## config.mk

```make
export PLATFORM = sky130hd
export DESIGN_NAME = mem_arbiter
export DESIGN_NICKNAME = d
export VERILOG_FILES = /design/src/rtl/mem_arb_pkg.sv /design/src/rtl/mem_arbiter.sv
export SDC_FILE = /design/constraint.sdc
export NUM_CORES = 1
export LEC_CHECK = 0
export ABC_AREA = 1
export CORE_ASPECT_RATIO = 0.7
export CORE_MARGIN = 3
export CORE_UTILIZATION = 45
export DETAILED_ROUTE_END_ITERATION = 8
export PLACE_DENSITY_LB_ADDON = 0.3
export SLEW_MARGIN = 5
export SYNTH_ARGS = -nofsm -noshare
export SYNTH_HDL_FRONTEND = slang
export SYNTH_SLANG_ARGS = --single-unit
```

## constraint.sdc

```tcl
create_clock -name clock -period 3.44 [get_ports clock]
set_clock_uncertainty 0.2 [all_clocks]
set_input_delay 0.516 -clock clock [delete_from_list [all_inputs] [get_ports clock]]
set_output_delay 0.516 -clock clock [all_outputs]
set_load 0.02 [all_outputs]
```

## src/rtl/mem_arb_pkg.sv

```systemverilog
// mem_arb_pkg
// Shared types and default widths for the two-port memory arbiter.
//   resp_src_t : which requester owns the read data returning next cycle
//   port_t     : requester identity, used for round-robin bookkeeping
//   sat_inc    : saturating increment helper for the contention counter
package mem_arb_pkg;

    localparam int MEM_ADDR_W = 16;
    localparam int MEM_DATA_W = 16;
    localparam int MEM_CNT_W  = 16;

    typedef enum logic [1:0] {
        RESP_NONE = 2'd0,
        RESP_F    = 2'd1,
        RESP_D    = 2'd2
    } resp_src_t;

    typedef enum logic {
        PORT_F = 1'b0,
        PORT_D = 1'b1
    } port_t;

    // Count up by one, sticking at all-ones instead of wrapping.
    function automatic logic [MEM_CNT_W-1:0] sat_inc(input logic [MEM_CNT_W-1:0] v);
        return (&v) ? v : v + 1'b1;
    endfunction

endpackage

```

## src/rtl/mem_arbiter.sv

```systemverilog
// mem_arbiter
// Two-port to one-port arbiter in front of a single shared memory with a
// registered (1-cycle latency) read port. Fetch reads (F) and load/store
// accesses (D) are serialised onto the memory bus, one access per cycle,
// and returning read data is steered to whichever port issued the read.
//
// Ports
//   clock, reset            rising-edge clock, synchronous active-high reset
//   f_req/f_addr            fetch read request
//   f_ready                 fetch request accepted this cycle
//   f_valid/f_rdata         fetch read data, one cycle after acceptance
//   d_req/d_we/d_addr/d_wdata  load/store request
//   d_ready                 data request accepted this cycle
//   d_valid/d_rdata         load read data, one cycle after acceptance
//   mem_enable/mem_we/mem_addr/mem_wdata  memory command bus
//   mem_rdata               memory read data (registered inside the memory)
//   conflict_count          saturating count of cycles where both ports requested
//
// Configuration
//   MEM_ARB_RR_EN  defined   : round-robin between F and D on contention
//                  undefined : fixed priority, D beats F
module mem_arbiter
    import mem_arb_pkg::*;
#(
    parameter int ADDR_W = MEM_ADDR_W,
    parameter int DATA_W = MEM_DATA_W,
    parameter int CNT_W  = MEM_CNT_W
) (
    input  logic              clock,
    input  logic              reset,
    input  logic              f_req,
    input  logic [ADDR_W-1:0] f_addr,
    output logic              f_ready,
    output logic              f_valid,
    output logic [DATA_W-1:0] f_rdata,
    input  logic              d_req,
    input  logic              d_we,
    input  logic [ADDR_W-1:0] d_addr,
    input  logic [DATA_W-1:0] d_wdata,
    output logic              d_ready,
    output logic              d_valid,
    output logic [DATA_W-1:0] d_rdata,
    output logic              mem_enable,
    output logic              mem_we,
    output logic [ADDR_W-1:0] mem_addr,
    output logic [DATA_W-1:0] mem_wdata,
    input  logic [DATA_W-1:0] mem_rdata,
    output logic [CNT_W-1:0]  conflict_count
);

    logic              grant_f;
    logic              grant_d;
    logic              grant_any;
    resp_src_t         resp_src;

    // Last driven command, replayed on the bus while idle so the memory
    // inputs do not toggle needlessly.
    logic              we_q;
    logic [ADDR_W-1:0] addr_q;
    logic [DATA_W-1:0] wdata_q;

    // Read data is held per port between responses.
    logic [DATA_W-1:0] f_rdata_q;
    logic [DATA_W-1:0] d_rdata_q;

`ifdef MEM_ARB_RR_EN
    port_t             last_grant;
`endif

    // ------------------------------------------------------------------
    // Grant selection. Nothing is granted while reset is high.
    // ------------------------------------------------------------------
    always_comb begin
        grant_f = 1'b0;
        grant_d = 1'b0;
        if (!reset) begin
`ifdef MEM_ARB_RR_EN
            if (f_req && d_req) begin
                // Contention: hand the bus to whichever port did not get it last.
                grant_d = (last_grant == PORT_F);
                grant_f = (last_grant == PORT_D);
            end else begin
                grant_d = d_req;
                grant_f = f_req;
            end
`else
            grant_d = d_req;
            grant_f = f_req && !d_req;
`endif
        end
    end

    assign grant_any = grant_f | grant_d;
    assign f_ready   = grant_f;
    assign d_ready   = grant_d;

    // ------------------------------------------------------------------
    // Memory command bus
    // ------------------------------------------------------------------
    always_comb begin
        mem_enable = grant_any;
        mem_addr   = addr_q;
        mem_wdata  = wdata_q;
        mem_we     = we_q;
        if (grant_d) begin
            mem_addr  = d_addr;
            mem_wdata = d_wdata;
            mem_we    = d_we;
        end else if (grant_f) begin
            mem_addr  = f_addr;
            mem_wdata = d_wdata;
            mem_we    = 1'b0;
        end
        if (reset) begin
            mem_we = 1'b0;
        end
    end

    // Bus hold registers carry no reset: they are only observable while
    // mem_enable is low, where their contents are don't-care to the memory.
    always_ff @(posedge clock) begin
        if (grant_any) begin
            addr_q  <= mem_addr;
            wdata_q <= mem_wdata;
            we_q    <= mem_we;
        end
    end

    // ------------------------------------------------------------------
    // Response tracking: remember who owns the data arriving next cycle.
    // Writes complete at acceptance and never produce a response.
    // ------------------------------------------------------------------
    always_ff @(posedge clock) begin
        if (reset) begin
            resp_src <= RESP_NONE;
        end else if (grant_d && !d_we) begin
            resp_src <= RESP_D;
        end else if (grant_f) begin
            resp_src <= RESP_F;
        end else begin
            resp_src <= RESP_NONE;
        end
    end

    assign f_valid = (resp_src == RESP_F);
    assign d_valid = (resp_src == RESP_D);

    // Pass memory data straight through on the response cycle; otherwise
    // keep showing the last value this port received.
    always_ff @(posedge clock) begin
        if (f_valid) begin
            f_rdata_q <= mem_rdata;
        end
        if (d_valid) begin
            d_rdata_q <= mem_rdata;
        end
    end

    assign f_rdata = f_valid ? mem_rdata : f_rdata_q;
    assign d_rdata = d_valid ? mem_rdata : d_rdata_q;

`ifdef MEM_ARB_RR_EN
    // Updated on every grant, single requests included, so a lone requester
    // still yields to the other port at the next contention.
    always_ff @(posedge clock) begin
        if (reset) begin
            last_grant <= PORT_F;
        end else if (grant_d) begin
            last_grant <= PORT_D;
        end else if (grant_f) begin
            last_grant <= PORT_F;
        end
    end
`endif

    // ------------------------------------------------------------------
    // Contention counter: counts request overlap, not stalls, and sticks
    // at all-ones.
    // ------------------------------------------------------------------
    always_ff @(posedge clock) begin
        if (reset) begin
            conflict_count <= '0;
        end else if (f_req && d_req && !(&conflict_count)) begin
            conflict_count <= conflict_count + 1'b1;
        end
    end

endmodule

```

==> summary.txt <==
Worst VDD drop = 0.000479 V
Hold-fix buffers, CTS = 0
drt first pass iters = 5
crit path launch type = input pin
R2R depth = 8
Max-slew headroom = 40.3%
initial antenna violation count = 0
crit path DAT = 2.56 ns
port bufs = 154
largest net degree at the start of global routing = 34
dpl ws = 0.0834 ns
worst reg2reg setup slack = 1.69 ns
Clock Latency Late Sink = 0.32 ns
Worst Hold Launch = d_rdata_q[6]
sequential share of the synthesized area = 55.2%
# IOs = 155
Worst Max-Slew Pin Slew = 0.893 ns
synth cell count leaders = 152 x nand2_1, 50 x dfxtp_1, 38 x nor2_1
Final period util = 95.1%
post-CTS setup repair buffer count = 0
Die H = 80.9 um
number of synthesized flops with an enable pin = 33
via count of the first global-routing pass = 3060
share of cells above drive strength 1 = 8.70%
status = finished clean
Hold Path Cell Cnt = 2
design area = 0.00553 mm2
clk buf depth = 2
CTS root buf = clkbuf_16
Antenna Violating Nets Remaining = 0
Post-Layout Cell Count = 684
FF-to-FF End = conflict_count[14]
Crit Path Class = in -> out
vias per cell = 4.79
CP required = 2.72 ns
CTS clk-pin slew, worst paths = 0.07 ns
# nets final = 651
power density over the cells = 502 mW/mm2
count of cell types in the netlist = 31
# setup viols final = 0
row cnt = 26
RSZ-0062 raised after global routing = false
sinks on the clock net = 83
# diodes = 0
Endpoint, Worst Hold = d_rdata_q[6]
Routability Congestion = 0.871
final worst slack = 0.168 ns
wire per inst = 14.0 um
area post-placement = 0.00524 mm2
Avg Cell Area, Syn = 8.53 um2
# H-tree levels = 3
DRT Wirelength = 9610 um
Cells after DPL = 668
leakage power = 2.37 nW
CTS tree = done
first-pass GRT wire length = 15100 um
fraction of registers with async set/reset = 0%
Fin. Hold Viols = 0
Max-Cap Viols = 0
synthesized area = 0.00361 mm2
CP Capture Type = output pin
dominant cells by area after synthesis = dfxtp_1 28%, edfxtp_1 27%, nand2_1 16%, o21ai_0 4.7%, nor2_1 4.0%
WHS = 0.274 ns
Most used DFF post-synth = dfxtp_1
r2r startpoint = conflict_count[0]
Post-DP HPWL = 7440 um
post-synth top area cell = dfxtp_1
die area = 0.00914 mm2
layout overhead on the synthesized area = 53.2%
crit path max fanout = 21
Total GRT Usage = 20.5%
Num CTS Buffers = 9
synthesized flop and latch total = 83
fin util = 73.2%
min Tclk post-route = 3.27 ns
synth warn = 0
drc violations = 0
power consumption = 2.78 mW
post-synth top area share = 27.7%
die span in x = 113 um
1st-iter DRT viols = 211
max-slew violations = 0
DR vias = 3277
Gate Count Post-Synth = 423
CTS resizes = 0
top-count cell post-synth = nand2_1
setup TNS = 0 ns
Max Fclk = 306 MHz
placeable core area = 0.00755 mm2
Starting Density = 47.8%
Hold Path Class = reg -> reg
GRT Residual Overflow = 0
syn_nets = 493
-- power by group --
group / total [mW] / internal [mW] / switching (mW)
combinational: 0.697 / 0.331 / 0.367
sequential: 1.18 / 1.14 / 0.0353
clock: 0.900 / 0.502 / 0.398
total: 2.78 / 1.98 / 0.800
-- layout by cell type, fill, tap and decap left out, drive strengths merged --
master and instances:
a21oi 8, inv 39, clkinv 6, nand3b 2
xor2 3, clkdlybuf4s50 154, nor3 1, nand4 2
nand3 13, dfxtp 50, o21ai 34, nor2 42
buf 7, clkbuf 9, edfxtp 33, ha 1
a31oi 1, o21bai 1, nand2 162, a22oi 17
or2 1
-- worst max-delay path, cell delays in order --
cell	delay, ns
clkdlybuf4s50_1	0.57
nand3b_4	0.20
nand2_4	0.06
clkinv_2	0.20
buf_4	0.23
nand2_1	0.06
nand2_1	0.09
clkdlybuf4s50_1	0.62
-- how the worst max path moves through the flow --
stage | from | to | slack (ns) | cells past startpoint
finish | d_req | mem_wdata[6] | 0.17 | 8
global route | d_req | mem_wdata[9] | 0.03 | 8
floorplan | reset | mem_wdata[10] | 0.98 | 6
global placement | d_req | mem_wdata[14] | 0.16 | 8
CTS | d_req | mem_wdata[6] | 0.08 | 8
detailed placement | d_req | mem_wdata[6] | 0.08 | 8
-- kinds of logic after synthesis --
group           synth area share, %
flops                          55.2
simple gates                   27.5
fa+ha+maj                     0.347
xor+xnor                      0.729
compound gates                 9.85
buf+inv                        6.35
-- layout make-up --
type | count | area (um2)
multi-input cells | 288 | 1390
flip-flops and latches | 83 | 1990
well taps | 98 | 123
fillers | 557 | 2020
clock inverters | 7 | 60.1
clock buffers | 9 | 225
inverters | 38 | 148
repair buffers | 161 | 1590
-- per-layer routing --
layer	part of all wire [%]	vias to the layer above	GRT usage, %
met3	7.9	7	4.91
met5	0	-	0
met1	44	1471	26.8
li1	-	1689	-
met2	47	110	35.0
met4	0.80	0	4.20
-- state kept, by name, indices dropped and copies added (netlist names) --
name and count:
d_rdata_q 16, resp_src 2, addr_q 16, conflict_count 16
f_rdata_q 16, we_q 1, wdata_q 16
Note: power is estimated with default switching activity, not from simulation.
